<file path="config.mk">
export PLATFORM = sky130hd
export DESIGN_NAME = fetch_execute_controller
export DESIGN_NICKNAME = d
export VERILOG_FILES = /design/src/rtl/ctrl_pkg.sv /design/src/rtl/ctrl_output_decode.sv /design/src/rtl/fetch_execute_controller.sv
export SDC_FILE = /design/constraint.sdc
export NUM_CORES = 1
export LEC_CHECK = 0
export CORE_UTILIZATION = 40
export CTS_CLUSTER_DIAMETER = 40
export DETAILED_ROUTE_END_ITERATION = 8
export GPL_TIMING_DRIVEN = 0
export PLACE_DENSITY = 0.86
export SETUP_SLACK_MARGIN = 0.2
export SYNTH_ARGS = -nofsm -noshare
export SYNTH_HDL_FRONTEND = slang
export SYNTH_SLANG_ARGS = --single-unit
</file>
<file path="constraint.sdc">
create_clock -name clk -period 3.8 [get_ports clk]
set_clock_uncertainty 0.2 [all_clocks]
set_input_delay 0.76 -clock clk [delete_from_list [all_inputs] [get_ports clk]]
set_output_delay 0.76 -clock clk [all_outputs]
set_load 0.005 [all_outputs]
</file>
<file path="src/rtl/ctrl_pkg.sv">
// Shared ISA, ALU and select encodings plus the control-unit state type for the accumulator computer.
package ctrl_pkg;

  localparam logic [3:0] OP_LOAD  = 4'h0;
  localparam logic [3:0] OP_STORE = 4'h1;
  localparam logic [3:0] OP_ADD   = 4'h2;
  localparam logic [3:0] OP_SUB   = 4'h3;
  localparam logic [3:0] OP_AND   = 4'h4;
  localparam logic [3:0] OP_OR    = 4'h5;
  localparam logic [3:0] OP_XOR   = 4'h6;
  localparam logic [3:0] OP_JUMP  = 4'h7;
  localparam logic [3:0] OP_JZ    = 4'h8;
  localparam logic [3:0] OP_JN    = 4'h9;
  localparam logic [3:0] OP_SHL   = 4'hA;
  localparam logic [3:0] OP_SHR   = 4'hB;
  localparam logic [3:0] OP_HALT  = 4'hF;

  localparam logic [3:0] ALU_ADD = 4'b0000;
  localparam logic [3:0] ALU_SUB = 4'b0001;
  localparam logic [3:0] ALU_SHL = 4'b0100;
  localparam logic [3:0] ALU_SHR = 4'b0101;
  localparam logic [3:0] ALU_AND = 4'b1000;
  localparam logic [3:0] ALU_OR  = 4'b1001;
  localparam logic [3:0] ALU_XOR = 4'b1010;

  localparam logic MAR_SEL_PC  = 1'b0;
  localparam logic MAR_SEL_IR  = 1'b1;
  localparam logic PC_SEL_INC  = 1'b0;
  localparam logic PC_SEL_IR   = 1'b1;
  localparam logic MBR_SEL_MEM = 1'b0;
  localparam logic MBR_SEL_ACC = 1'b1;
  localparam logic ACC_SEL_ALU = 1'b0;
  localparam logic ACC_SEL_MBR = 1'b1;

  typedef enum logic [3:0] {
    ST_IDLE    = 4'd0,
    ST_F_ADDR  = 4'd1,
    ST_F_WAIT  = 4'd2,
    ST_F_LOAD  = 4'd3,
    ST_DECODE  = 4'd4,
    ST_E_ADDR  = 4'd5,
    ST_E_WAIT  = 4'd6,
    ST_E_MBR   = 4'd7,
    ST_E_ACC   = 4'd8,
    ST_S_ADDR  = 4'd9,
    ST_S_WRITE = 4'd10,
    ST_HALT    = 4'd11
  } state_e;

  typedef struct packed {
    logic       pc_write;
    logic       mar_write;
    logic       mbr_write;
    logic       ir_write;
    logic       acc_write;
    logic       mem_write;
    logic       mar_sel;
    logic       pc_sel;
    logic       mbr_sel;
    logic       acc_sel;
    logic [3:0] alu_op;
    logic       halted;
    logic       instr_done;
  } ctrl_t;

  function automatic logic [3:0] alu_op_for(input logic [3:0] op);
    case (op)
      OP_ADD:  return ALU_ADD;
      OP_SUB:  return ALU_SUB;
      OP_AND:  return ALU_AND;
      OP_OR:   return ALU_OR;
      OP_XOR:  return ALU_XOR;
      OP_SHL:  return ALU_SHL;
      OP_SHR:  return ALU_SHR;
      default: return 4'b0000;
    endcase
  endfunction

  function automatic logic is_illegal(input logic [3:0] op);
    return (op == 4'hC) || (op == 4'hD) || (op == 4'hE);
  endfunction

endpackage

</file>
<file path="src/rtl/ctrl_output_decode.sv">
// Moore output decode: registered state plus IR opcode and ACC flags to the control vector.
// Honours ILLEGAL_TRAP_EN: when defined, illegal opcodes do not retire in DECODE.
module ctrl_output_decode
  import ctrl_pkg::*;
(
  input  state_e     state,
  input  logic [3:0] opcode,
  input  logic       acc_zero,
  input  logic       acc_neg,
  output ctrl_t      ctrl
);

  always_comb begin
    ctrl = '0;
    case (state)
      ST_F_ADDR: begin
        ctrl.mar_write = 1'b1;
        ctrl.mar_sel   = MAR_SEL_PC;
      end
      ST_F_LOAD: begin
        ctrl.ir_write = 1'b1;
        ctrl.pc_write = 1'b1;
        ctrl.pc_sel   = PC_SEL_INC;
      end
      ST_DECODE: begin
        case (opcode)
          OP_JUMP: begin
            ctrl.pc_write   = 1'b1;
            ctrl.pc_sel     = PC_SEL_IR;
            ctrl.instr_done = 1'b1;
          end
          OP_JZ: begin
            ctrl.pc_write   = acc_zero;
            ctrl.pc_sel     = PC_SEL_IR;
            ctrl.instr_done = 1'b1;
          end
          OP_JN: begin
            ctrl.pc_write   = acc_neg;
            ctrl.pc_sel     = PC_SEL_IR;
            ctrl.instr_done = 1'b1;
          end
          default: begin
`ifdef ILLEGAL_TRAP_EN
            ctrl.instr_done = 1'b0;
`else
            // Illegal opcodes behave as a NOP that retires here.
            ctrl.instr_done = is_illegal(opcode);
`endif
          end
        endcase
      end
      ST_E_ADDR: begin
        ctrl.mar_write = 1'b1;
        ctrl.mar_sel   = MAR_SEL_IR;
      end
      ST_E_MBR: begin
        ctrl.mbr_write = 1'b1;
        ctrl.mbr_sel   = MBR_SEL_MEM;
      end
      ST_E_ACC: begin
        ctrl.acc_write  = 1'b1;
        ctrl.instr_done = 1'b1;
        if (opcode == OP_LOAD) begin
          ctrl.acc_sel = ACC_SEL_MBR;
        end else begin
          ctrl.acc_sel = ACC_SEL_ALU;
          ctrl.alu_op  = alu_op_for(opcode);
        end
      end
      ST_S_ADDR: begin
        ctrl.mar_write = 1'b1;
        ctrl.mar_sel   = MAR_SEL_IR;
        ctrl.mbr_write = 1'b1;
        ctrl.mbr_sel   = MBR_SEL_ACC;
      end
      ST_S_WRITE: begin
        ctrl.mem_write  = 1'b1;
        ctrl.instr_done = 1'b1;
      end
      ST_HALT: begin
        ctrl.halted = 1'b1;
      end
      default: ctrl = '0;
    endcase
  end

endmodule

</file>
<file path="src/rtl/fetch_execute_controller.sv">
// Fetch/decode/execute sequencer for the accumulator datapath; owns only the state and wait counter.
// Optional ILLEGAL_TRAP_EN macro: illegal opcodes halt and raise a sticky illegal flag.
module fetch_execute_controller
  import ctrl_pkg::*;
#(
  parameter int MEM_LATENCY = 1,
  parameter bit AUTO_RUN    = 1'b0
) (
  input  logic       clk,
  input  logic       reset,
  input  logic       run,
  input  logic [3:0] opcode,
  input  logic       acc_zero,
  input  logic       acc_neg,
  output logic       pc_write,
  output logic       mar_write,
  output logic       mbr_write,
  output logic       ir_write,
  output logic       acc_write,
  output logic       mem_write,
  output logic       mar_sel,
  output logic       pc_sel,
  output logic       mbr_sel,
  output logic       acc_sel,
  output logic [3:0] alu_op,
  output logic       halted,
  output logic       illegal,
  output logic       instr_done
);

  localparam logic [2:0] WAIT_LAST = 3'(MEM_LATENCY - 1);

  state_e     state_q, state_d;
  logic [2:0] wait_q, wait_d;
  ctrl_t      ctrl;

  always_ff @(posedge clk) begin
    if (reset) begin
      state_q <= ST_IDLE;
      wait_q  <= '0;
    end else begin
      state_q <= state_d;
      wait_q  <= wait_d;
    end
  end

  // The wait counter only runs inside the two wait states and is zero on entry to either.
  always_comb begin
    state_d = state_q;
    wait_d  = '0;
    case (state_q)
      ST_IDLE:   if (run || AUTO_RUN) state_d = ST_F_ADDR;
      ST_F_ADDR: state_d = ST_F_WAIT;
      ST_F_WAIT: begin
        if (wait_q == WAIT_LAST) state_d = ST_F_LOAD;
        else                     wait_d  = wait_q + 3'd1;
      end
      ST_F_LOAD: state_d = ST_DECODE;
      ST_DECODE: begin
        case (opcode)
          OP_LOAD, OP_ADD, OP_SUB,
          OP_AND, OP_OR, OP_XOR:     state_d = ST_E_ADDR;
          OP_STORE:                  state_d = ST_S_ADDR;
          OP_SHL, OP_SHR:            state_d = ST_E_ACC;
          OP_JUMP, OP_JZ, OP_JN:     state_d = ST_F_ADDR;
          OP_HALT:                   state_d = ST_HALT;
`ifdef ILLEGAL_TRAP_EN
          default:                   state_d = ST_HALT;
`else
          default:                   state_d = ST_F_ADDR;
`endif
        endcase
      end
      ST_E_ADDR: state_d = ST_E_WAIT;
      ST_E_WAIT: begin
        if (wait_q == WAIT_LAST) state_d = ST_E_MBR;
        else                     wait_d  = wait_q + 3'd1;
      end
      ST_E_MBR:   state_d = ST_E_ACC;
      ST_E_ACC:   state_d = ST_F_ADDR;
      ST_S_ADDR:  state_d = ST_S_WRITE;
      ST_S_WRITE: state_d = ST_F_ADDR;
      ST_HALT:    state_d = ST_HALT;
      default:    state_d = ST_IDLE;
    endcase
  end

  ctrl_output_decode u_decode (
    .state    (state_q),
    .opcode   (opcode),
    .acc_zero (acc_zero),
    .acc_neg  (acc_neg),
    .ctrl     (ctrl)
  );

  always_comb begin
    pc_write   = ctrl.pc_write;
    mar_write  = ctrl.mar_write;
    mbr_write  = ctrl.mbr_write;
    ir_write   = ctrl.ir_write;
    acc_write  = ctrl.acc_write;
    mem_write  = ctrl.mem_write;
    mar_sel    = ctrl.mar_sel;
    pc_sel     = ctrl.pc_sel;
    mbr_sel    = ctrl.mbr_sel;
    acc_sel    = ctrl.acc_sel;
    alu_op     = ctrl.alu_op;
    halted     = ctrl.halted;
    instr_done = ctrl.instr_done;
  end

`ifdef ILLEGAL_TRAP_EN
  logic illegal_q;

  // Sticky: only a reset clears it, matching the absorbing HALT it accompanies.
  always_ff @(posedge clk) begin
    if (reset) begin
      illegal_q <= 1'b0;
    end else if (state_q == ST_DECODE && is_illegal(opcode)) begin
      illegal_q <= 1'b1;
    end
  end

  assign illegal = illegal_q;
`else
  assign illegal = 1'b0;
`endif

endmodule

</file>
# Word level (Yosys, flattened, before mapping)
# Memories as Yosys holds them, arrays and structs flattened.
# Index checks and enable logic that the tools add are counted.
# op_classes
n_addsub	1
eq_ne	26
n_mux	22
bitwise_logic	1
n_reduce_logical	13
# ops
op	n
4-bit equality test (second input constant)	11
4-bit case mux with 11 select lines	1
4-bit by 3-bit equality test with 1-bit output (second input constant)	8
4-bit case mux with 6 select lines	1
4-bit two-way mux	4
4-bit by 2-bit equality test with 1-bit output (second input constant)	3
1-bit two-way mux	12
3-bit OR reduction	3
4-bit zero test	2
2-bit OR reduction	4
2-bit inequality test (second input constant)	3
5-bit two-way mux	1
4-bit by 1-bit equality test with 1-bit output (second input constant)	1
1-bit case mux with 2 select lines	2
3-bit by 1-bit adder with 3-bit output (second input constant)	1
3-bit zero test	1
1-bit case mux with 3 select lines	1
3-bit AND reduction	1
1-bit logical OR	2
1-bit inverter	1
# word_totals
ff_bits	7
romBits	64
n_memories	1
inputBits	9
out_inout_bits	17
# memory_table
name	depth	width	read_ports	rd_clocked_by_memory_dff	wr	line	text
(no name shown)	16	4	1	0	0	fetch_execute_controller.sv:60	case (opcode)

# Longest topological paths before layout
# Gate-level depths: netlist of run 1.
# depth
ltp_word	5
mapped_depth	5

# Hierarchy
# Synthesis of run 1 repeated with hierarchy kept, for this count alone.
# hier_totals
hier_cells	91
area_unflattened_um2	675.6
# modules_own_cells
module	cells_each	instances	area_per_inst_um2
fetch_execute_controller	53	1	422.9
ctrl_output_decode	38	1	252.7

# Worst setup path after synthesis of run 1
# No wires, ideal clock.
# synth_timing
path_type	input -> output
start	input port opcode[0]
end	output port pc_write
arrival_ns	1.572
path_buffers	1
slack_ns	1.268
path_stages	4
cell_sequence	clkbuf_1 -> mux2_1 -> a31oi_1 -> o22ai_1
# synth_between
elab_chain_cells	3
# synth_rtl
item	line	text
start, declared	fetch_execute_controller.sv:12	input logic [3:0] opcode,
4-bit equality test / 4-bit by 3-bit equality test with 1-bit output (equally long branches)	ctrl_output_decode.sv:26	case (opcode)
1-bit case mux with 3 select lines (*)	ctrl_output_decode.sv:26	
1-bit case mux with 2 select lines (*)	ctrl_output_decode.sv:15	case (state)
end, declared	fetch_execute_controller.sv:15	output logic pc_write,
# Mark *: on every way between the ends. The rest lies on a longest branch, timed or not.

# Final worst setup path of run 1
# layout_timing
start	input port acc_neg
end	output port pc_write
# layout_between
elab_chain_cells	2
# layout_rtl
item	line	text
start, declared	fetch_execute_controller.sv:14	input logic acc_neg,
1-bit case mux with 3 select lines	ctrl_output_decode.sv:26	
1-bit case mux with 2 select lines	ctrl_output_decode.sv:15	
# Every way passes these cells.

==> metrics.csv, run 1 <==
stage,metric,value,unit
run_status,outcome,"finished, final reports clean",
routing,WL final,1660,um
min_path,Worst Hold End,wait_q[0]$_SDFF_PP0_,
clocking,TritonCTS buffer count,3,
power,maximum VDD drop,0.136,mV
sta,final setup fails,0,
floorplanning,die extent in x,42.8,um
global_routing,met1 track demand over resource,0.278,
floorplanning,die height,42.8,um
routing,ANT nets after route,0,
sta,final hold viol count,0,
layout,Nets,133,
sta,Tcrit/Tclk final,0.829,
routing,vias post-DR,772,
routing,drt pass-1 iters,4,
power,power density cells,252,mW/mm^2
clocking,# H-tree levels,1,
routing,Avg WL per Cell,12.1,um
critical_path,critical-path maximum fanout,1,
layout,area delta synth->final,37.0,%
logic_synthesis,Mapped Cells,97,
logic_synthesis,Synth top area share,0.211,
job,max-cap violations,0,
critical_path,Critical Path Source Type,input port,
clocking,clk slew on worst S/H paths,0.05,ns
critical_path,Worst R2R Start,state_q[3]$_SDFFE_PP0P_,
critical_path,Crit Path Class,in -> out,
layout,n_diodes,0,
floorplanning,core area,0.00152,sq mm
floorplanning,Cell Rows,14,
layout,most frequent cells in the layout,"clkdlybuf4s50_1, nor2_1, inv_1, a21oi_1, dfxtp_1",
placement,placed cell count,133,
power,total power,0.000229,W
global_routing,number of global-route vias before repair,681,
layout,Layout Cells excl Fill,137,
clocking,setup bufs post-CTS,0,
logic_synthesis,Synth warnings,0,
sta,Pins Over Slew Limit,0,
clocking,clock buffer depth,2,
critical_path,R2R cell count,5,
placement,post-detail-place hpwl,1300,um
floorplanning,Starting Density,0.437,
sta,fmax,0.317,GHz
logic_synthesis,sequential fraction of the synthesis area,0.211,
logic_synthesis,Syn Area/Cell,6.86,sq um
sta,Total Negative Setup Slacks,0,ns
sta,post-route minimum period,3.15,ns
global_routing,met3 global-route usage,0.0255,
layout,# fillers,149,
power,Leak,0.348,nW
floorplanning,die footprint,0.00183,sq mm
logic_synthesis,synthesis-stage register bit count,7,
global_routing,grt ovf,0,
global_routing,Total GRT Usage,0.199,
placement,RePlAce Congestion,0.848,
routing,DRC Markers,0,
logic_synthesis,dominant cell type by area after synthesis,dfxtp_1,
critical_path,RR Endpoint,state_q[1]$_SDFFE_PP0P_,
global_routing,busiest layer in global routing,met2,
logic_synthesis,Post-Synthesis Net Count,108,
clocking,clock root cell,clkbuf_4,
logic_synthesis,Post-Syn Area,666,sq um
logic_synthesis,leading post-synthesis cells by cell area,"dfxtp_1, nor2_1, nand2b_1",
clocking,Post-CTS Hold Buffers,0,
routing,DR iter-0 viols,20,
logic_synthesis,synth unique cells,39,
critical_path,Worst EP arrival,2.19,ns
clocking,CTS tree,done,
global_routing,initial antenna violation count,0,
global_routing,met2 Use GR,0.333,
critical_path,Reg2Reg Setup Slack,2.17,ns
routing,DR vias/cell,5.64,
clocking,Sink Count,7,
clocking,Worst-Skew Late Latency,0.25,ns
sta,RSZ-0062 raised after global routing,no,
layout,"Core Util, Final",0.599,
critical_path,CP endpoint kind,primary output,
min_path,HP Start,wait_q[0]$_SDFF_PP0_,
min_path,Hold Path Class,reg -> reg,
critical_path,worst endpoint required time,2.84,ns
layout,layout cells sized above 1,0.0826,
floorplanning,IO Pins,26,
global_routing,wire length of the first global-routing pass,2950,um
global_routing,largest net degree at the start of global routing,11,
clocking,cts repair resizes,0,
min_path,hold-critical path depth,1,
placement,IO Port Bufs,20,
layout,"most common cell after layout, fill and taps aside",clkdlybuf4s50_1,
## how the worst max path moves through the flow
stage / startpoint / slack, ns / to / cells past startpoint
after floorplan: opcode[0] / 1.27 / pc_write / 4
after global placement: acc_neg / 0.68 / pc_write / 5
after detailed placement: acc_neg / 0.65 / pc_write / 5
after CTS: acc_neg / 0.65 / pc_write / 5
after global routing: opcode[1] / 0.56 / pc_write / 6
final: acc_neg / 0.65 / pc_write / 5
## routing by layer
| layer | vias up | share of wire |
|---|---|---|
| li1 | 379 | - |
| met1 | 362 | 0.42 |
| met2 | 31 | 0.51 |
| met3 | 0 | 0.068 |
| met4 | 0 | 0 |
| met5 | - | 0 |
## flip-flops by register name, summed over array words and instances, names as in the netlist
signal	cells
state_q	4
wait_q	3
## area by class of cell
class / instances / area [sq um] / share of cell area
multi-input combinational: 74 / 452 / 0.495
timing repair buffer: 20 / 200 / 0.219
sequential: 7 / 140 / 0.154
buffer: 9 / 47.5 / 0.0521
clock buffer: 4 / 26.3 / 0.0288
inverter: 7 / 26.3 / 0.0288
tap: 16 / 20.0 / 0.0219
## stage by stage
stage	setup slack, ns	instance area [sq um]	hold WS [ns]
after floorplan	1.27	666	0.217
after global placement	0.677	886	0.237
after detailed placement	0.648	886	0.247
after CTS	0.650	912	0.254
after global routing	0.557	912	0.263
final	0.649	912	0.255
## synth_stat cells
library cell	n
nor2b_1	1
a21o_1	1
a211o_1	1
buf_4	1
nand2_1	4
nor3_4	1
nor3_2	1
a311oi_1	2
mux2i_1	1
buf_6	1
clkbuf_1	5
nor3_1	3
and2_0	1
and3_1	3
or2_1	1
or3_1	1
dfxtp_1	7
o21a_1	1
a221oi_1	1
conb_1	1
a32o_1	1
xor2_1	1
o21ai_1	4
nand3_1	2
nand2_2	1
mux2_1	1
o21ai_0	1
xnor2_1	1
nor2_1	15
and2_1	2
a21oi_1	7
nand4b_1	1
inv_1	7
o22ai_1	2
a21boi_1	1
ha_1	2
a31oi_1	2
buf_2	2
nand2b_1	6
## kinds of logic after synthesis
group,count (synthesis),share of synthesized area
AOI/OAI and AO/OA,24,0.229
muxes,2,0.0320
DFF,7,0.211
xor gates and xnor gates,2,0.0263
other,1,0.00563
buffers and inverters,16,0.111
adders and majority gates,2,0.0376
and+or+nand+nor,43,0.348
## worst max-delay path, stage by stage
cell and delay, ns:
clkdlybuf4s50_1 0.39, mux2_1 0.31, a31oi_1 0.18, o22ai_1 0.10, clkdlybuf4s50_1 0.44
## report_power, final
part | internal, W | switching [W]
Combinational | 0.0000347 | 0.0000415
Clock | 0.0000401 | 0.0000286
Sequential | 0.0000775 | 0.00000699
No activity file was read; power rests on OpenSTA's default activity.
==> run 2, diff against run 1 <==
- clock period: 3.8 -> 3.16 ns (I/O delays scaled with it)
==> run 2 against run 1 <==
Net effect: worst hold slack got worse by 0.0020 ns; global-route usage unchanged; combinational power increased by 21%; power increased by 21%; final cell count unchanged; cell area increased by 0.82%; worst setup slack got worse by 0.38 ns; critical path depth unchanged; first-iteration DRC count increased by 15%; routed wire length about the same.
==> metrics.csv, run 2 (synthesized netlist as in run 1, its figures left out) <==
stage,metric,value,unit,change
critical_path,max incr delay on CP,0.44,ns,about the same
global_routing,met2 Use GR,0.333,,unchanged
global_routing,met3 global-route usage,0.0255,,unchanged
layout,"Core Util, Final",0.603,,+0.00493
clocking,Worst-Skew Late Latency,0.25,ns,about the same
critical_path,CP top delay family,buffers and inverters,,
critical_path,Worst EP arrival,2.06,ns,-0.13 ns
power,power density cells,301,mW/mm^2,+20%
clocking,clock root cell,clkbuf_4,,
critical_path,slowest CP cell,clkdlybuf4s50_1,,
routing,DR vias/cell,5.44,,-3.5%
power,Switching Fraction,0.338,,+0.00197
sta,fmax,0.346,GHz,
run_status,outcome,"finished, final reports clean",,
floorplanning,die height,42.8,um,unchanged
critical_path,worst path cell trace,"clkdlybuf4s50_1, mux2_1, a31oi_1, o22ai_1, clkdlybuf4s50_1",,
placement,placed instance area,886,sq um,unchanged
placement,post-detail-place hpwl,1300,um,unchanged
sta,RSZ-0062 raised after global routing,yes,,
placement,IO Port Bufs,20,,unchanged
routing,WL final,1660,um,about the same
layout,area delta synth->final,38.2,%,
routing,DRC Markers,0,,unchanged
placement,RePlAce Congestion,0.848,,unchanged
routing,ANT nets after route,0,,unchanged
sta,post-route minimum period,2.89,ns,
routing,drt pass-1 iters,4,,unchanged
global_routing,wire length of the first global-routing pass,2950,um,unchanged
layout,max reg flops,4,,unchanged
global_routing,largest net degree at the start of global routing,11,,unchanged
global_routing,initial antenna violation count,0,,unchanged
routing,DR iter-0 viols,23,,+15%
layout,Nets,133,,unchanged
power,Leak,0.347,nW,-0.17%
clocking,clk slew on worst S/H paths,0.05,ns,about the same
floorplanning,Cell Rows,14,,unchanged
clocking,CTS tree,done,,
global_routing,met1 track demand over resource,0.278,,unchanged
critical_path,Crit Path Class,in -> out,,
critical_path,CP endpoint kind,primary output,,
critical_path,Critical Path Source Type,input port,,
placement,post-placement worst setup slack,0.264,ns,-0.384 ns
sta,setup ws final,0.266,ns,-0.383 ns
sta,Pins Over Slew Limit,0,,unchanged
power,Clk pwr share,0.298,,about the same
clocking,Sink Count,7,,unchanged
critical_path,Reg2Reg Setup Slack,1.53,ns,-0.64 ns
layout,n_diodes,0,,unchanged
floorplanning,die footprint,0.00183,sq mm,unchanged
floorplanning,die extent in x,42.8,um,unchanged
critical_path,worst endpoint required time,2.33,ns,-0.51 ns
floorplanning,Starting Density,0.437,,unchanged
clocking,clock buffer depth,2,,unchanged
sta,final setup fails,0,,unchanged
routing,Avg WL per Cell,12.1,um,about the same
power,Cell Int Power,0.000183,W,+20%
sta,Tcrit/Tclk final,0.916,,
critical_path,CP bufs+invs,2,,unchanged
power,combinational cell fraction of total power,0.333,,about the same
layout,# fillers,146,,-2.0%
floorplanning,IO Pins,26,,unchanged
power,maximum VDD drop,0.166,mV,+22%
layout,largest registers,"state_q x4, wait_q x3",,
critical_path,critical-path maximum fanout,1,,unchanged
global_routing,number of global-route vias before repair,681,,unchanged
layout,layout cells sized above 1,0.0909,,+0.00826
layout,"most common cell after layout, fill and taps aside",clkdlybuf4s50_1,,
min_path,Hold Path Class,reg -> reg,,
global_routing,Total GRT Usage,0.199,,unchanged
sta,Total Negative Setup Slacks,0,ns,unchanged
global_routing,grt ovf,0,,unchanged
layout,final instance area,920,sq um,+0.82%
floorplanning,core area,0.00152,sq mm,unchanged
power,P_sw,0.0000936,W,+21%
job,max-cap violations,0,,unchanged
layout,Biggest register,state_q,,
layout,most frequent cells in the layout,"clkdlybuf4s50_1, nor2_1, inv_1, a21oi_1, dfxtp_1",,
clocking,# H-tree levels,1,,unchanged
routing,vias post-DR,745,,-3.5%
power,Seq pwr share,0.369,,about the same
critical_path,most frequent CP cell,clkdlybuf4s50_1,,
global_routing,busiest layer in global routing,met2,,
clocking,TritonCTS buffer count,3,,unchanged
sta,final hold viol count,0,,unchanged
==> run 2: cell count changes in the layout (fill, tap and decap cells not counted) <==
| cell | change |
|---|---|
| clkbuf_1 | -1 |
| nor3_4 | +1 |
| nor3_2 | -1 |
| clkbuf_2 | +1 |
==> run 2: area by class of cell <==
type / instances / area (sq um) / share of cell area
multi-input cells: 74 / 458 / 0.498
repair buffers: 20 / 200 / 0.218
flip-flops and latches: 7 / 140 / 0.152
plain buffers: 9 / 48.8 / 0.0531
clock buffers: 4 / 26.3 / 0.0286
inverters: 7 / 26.3 / 0.0286
well taps: 16 / 20.0 / 0.0218
==> run 2: repair_timing <==
action | in CTS | in global routing
buffers inserted | 0 | 0
resized for setup | 0 | 3
endpoints found under the hold margin | 0 | 0
hold buffers | 0 | 0
setup endpoints to repair | 0 | 4
==> run 2: through the flow <==
| stage | hold WS [ns] | instances | total power, W |
|---|---|---|---|
| after floorplan | 0.217 | 97 | 0.000166 |
| after global placement | 0.237 | 133 | 0.000191 |
| after detailed placement | 0.247 | 133 | 0.000194 |
| after CTS | 0.254 | 137 | 0.000277 |
| after global routing | 0.263 | 137 | 0.000298 |
| final | 0.253 | 137 | 0.000277 |
==> run 2: worst register-to-register path, cell delays in order, from the launching register on <==
cell	delay, ns
dfxtp_1	0.30
buf_2	0.18
nor3_4	0.25
nand2_2	0.11
or3_1	0.36
a21boi_1	0.15
==> run 2: final timing paths <==
kind | from | to | cells past startpoint
hold reg to reg | wait_q[0]$_SDFF_PP0_ | wait_q[0]$_SDFF_PP0_ | 1
setup / recovery | acc_neg | pc_write | 5
hold / removal | wait_q[0]$_SDFF_PP0_ | wait_q[0]$_SDFF_PP0_ | 1
setup reg to reg | state_q[3]$_SDFFE_PP0P_ | state_q[1]$_SDFFE_PP0P_ | 5
==> run 2: power by group through the flow <==
stage	combinational [W]	sequential [W]	clock [W]
4_1_cts	0.0000914	0.000101	0.0000843
3_5_place_dp	0.0000910	0.000103	0
2_1_floorplan	0.0000654	0.000101	0
5_1_grt	0.000104	0.000103	0.0000910
3_3_place_gp	0.0000884	0.000102	0
6_report	0.0000922	0.000102	0.0000825
==> run 2: metal layers <==
metal	up-vias	share of wire	routed length, um
met3	0	0.049	82
met5	-	0	0
met2	21	0.51	847
met4	0	0	0
met1	343	0.44	729
li1	381	-	-
==> run 3, diff against run 2 <==
- CTS_BUF_LIST: default -> sky130_fd_sc_hd__clkbuf_8 sky130_fd_sc_hd__clkbuf_16
- SETUP_SLACK_MARGIN: 0.2 -> 0.05
==> run 3 against run 2 <==
Net effect: final cell count unchanged; cell area increased by 1.2%; die area is the same; first-iteration DRC count up 4.3%; maximum frequency hardly changed; core utilization is 0.74 points higher; worst hold slack improved by 0.010 ns; power up 15%; largest cell class unchanged; highest routed layer unchanged.
==> metrics.csv, run 3 (synthesized netlist as in run 1, its figures left out) <==
stage,metric,value,unit,change
clocking,clock root cell,clkbuf_8,,
layout,"Core Util, Final",0.611,,+0.00739
global_routing,Total GRT Usage,0.203,,+0.00437
sta,fmax,0.345,GHz,about the same
critical_path,Worst EP arrival,2.06,ns,about the same
layout,most frequent cells in the layout,"clkdlybuf4s50_1, nor2_1, inv_1, a21oi_1, dfxtp_1",,
critical_path,Crit Path Class,in -> out,,
sta,Pins Over Slew Limit,0,,unchanged
floorplanning,die height,42.8,um,unchanged
floorplanning,die extent in x,42.8,um,unchanged
critical_path,CP endpoint kind,primary output,,
layout,area delta synth->final,39.8,%,
routing,ANT nets after route,0,,unchanged
sta,Tcrit/Tclk final,0.917,,about the same
clocking,clock buffer depth,2,,unchanged
clocking,TritonCTS buffer count,3,,unchanged
routing,drt pass-1 iters,4,,unchanged
min_path,Hold Path Class,reg -> reg,,
placement,RePlAce Congestion,0.848,,unchanged
global_routing,largest net degree at the start of global routing,11,,unchanged
clocking,setup bufs post-CTS,0,,unchanged
clocking,CTS tree,done,,
floorplanning,Cell Rows,14,,unchanged
run_status,outcome,"finished, final reports clean",,
clocking,cts repair resizes,0,,unchanged
routing,DR vias/cell,5.50,,+1.1%
layout,max reg flops,4,,unchanged
routing,DR iter-0 viols,24,,+4.3%
floorplanning,core area,0.00152,sq mm,unchanged
job,max-cap violations,0,,unchanged
clocking,clk slew on worst S/H paths,0.04,ns,about the same
sta,post-route minimum period,2.90,ns,+0.00271 ns
routing,Avg WL per Cell,12.4,um,+2.6%
clocking,# H-tree levels,1,,unchanged
sta,Total Negative Setup Slacks,0,ns,unchanged
power,maximum VDD drop,0.234,mV,+41%
sta,RSZ-0062 raised after global routing,no,,
layout,Nets,133,,unchanged
global_routing,wire length of the first global-routing pass,2990,um,+1.4%
placement,post-detail-place hpwl,1300,um,unchanged
layout,largest registers,"state_q x4, wait_q x3",,
routing,DRC Markers,0,,unchanged
sta,final hold viol count,0,,unchanged
layout,layout cells sized above 1,0.0826,,-0.00826
global_routing,number of global-route vias before repair,700,,+2.8%
layout,Biggest register,state_q,,
placement,IO Port Bufs,20,,unchanged
layout,"most common cell after layout, fill and taps aside",clkdlybuf4s50_1,,
global_routing,grt ovf,0,,unchanged
routing,vias post-DR,753,,+1.1%
critical_path,Critical Path Source Type,input port,,
power,power density cells,341,mW/mm^2,+13%
layout,n_diodes,0,,unchanged
global_routing,initial antenna violation count,0,,unchanged
floorplanning,IO Pins,26,,unchanged
sta,final setup fails,0,,unchanged
floorplanning,Starting Density,0.437,,unchanged
critical_path,worst endpoint required time,2.33,ns,about the same
floorplanning,die footprint,0.00183,sq mm,unchanged
clocking,Worst-Skew Late Latency,0.22,ns,-0.03 ns
critical_path,critical-path maximum fanout,1,,unchanged
power,Leak,0.360,nW,+3.6%
routing,WL final,1700,um,+2.6%
clocking,Post-CTS Hold Buffers,0,,unchanged
clocking,Sink Count,7,,unchanged
==> run 3: cell types whose count changed in the layout (fill, tap and decap cells not counted) <==
| cell | delta |
|---|---|
| clkbuf_4 | -3 |
| clkbuf_8 | +3 |
| clkbuf_2 | -1 |
| inv_1 | +1 |
| nor3_2 | +1 |
| nor3_4 | -1 |
==> run 3: critical path: stages <==
cell and delay [ns]:
clkdlybuf4s50_1 0.39, mux2_1 0.31, a31oi_1 0.18, o22ai_1 0.10, clkdlybuf4s50_1 0.44
==> run 3: final timing paths <==
check,depth (start not counted),slack (ns),to,from
setup reg to reg,5,1.53,state_q[1]$_SDFFE_PP0P_,state_q[3]$_SDFFE_PP0P_
hold / removal,1,0.26,wait_q[0]$_SDFF_PP0_,wait_q[0]$_SDFF_PP0_
hold reg to reg,1,0.26,wait_q[0]$_SDFF_PP0_,wait_q[0]$_SDFF_PP0_
setup / recovery,5,0.26,pc_write,acc_neg
==> run 3: final cells by class <==
type | count | area, sq um
plain buffers | 9 | 47.5
well taps | 16 | 20.0
inverters | 7 | 26.3
clock buffers | 3 | 41.3
clock inverters | 1 | 3.75
fillers | 147 | 593
flip-flops and latches | 7 | 140
multi-input cells | 74 | 452
repair buffers | 20 | 200
==> run 3: metrics by stage <==
stage                     worst slack [ns]  std cells  area, sq um  hold WS, ns  total power (W)
after floorplan                      0.884         97          666        0.217         0.000166
after global placement               0.293        133          886        0.237         0.000191
after detailed placement             0.264        133          886        0.247         0.000194
after CTS                            0.266        137          931        0.261         0.000317
after global routing                 0.148        137          931        0.291         0.000336
final                                0.264        137          931        0.263         0.000317
==> run 3: metal layers <==
metal  up-vias  share of wire  global-route usage  routed length (um)
met2        22           0.50               0.336                 854
li1        376              -                   -                   -
met5         -              0                   0                   0
met4         0              0              0.0375                   0
met1       355           0.46               0.281                 778
met3         0          0.041              0.0255                  69
==> run 3: power breakdown <==
part           total (W)  leakage [nW]  internal (W)  switching [W]
Sequential      0.000102        0.0568     0.0000937     0.00000812
Clock           0.000124        0.0269     0.0000841      0.0000396
Combinational  0.0000920         0.276     0.0000417      0.0000503
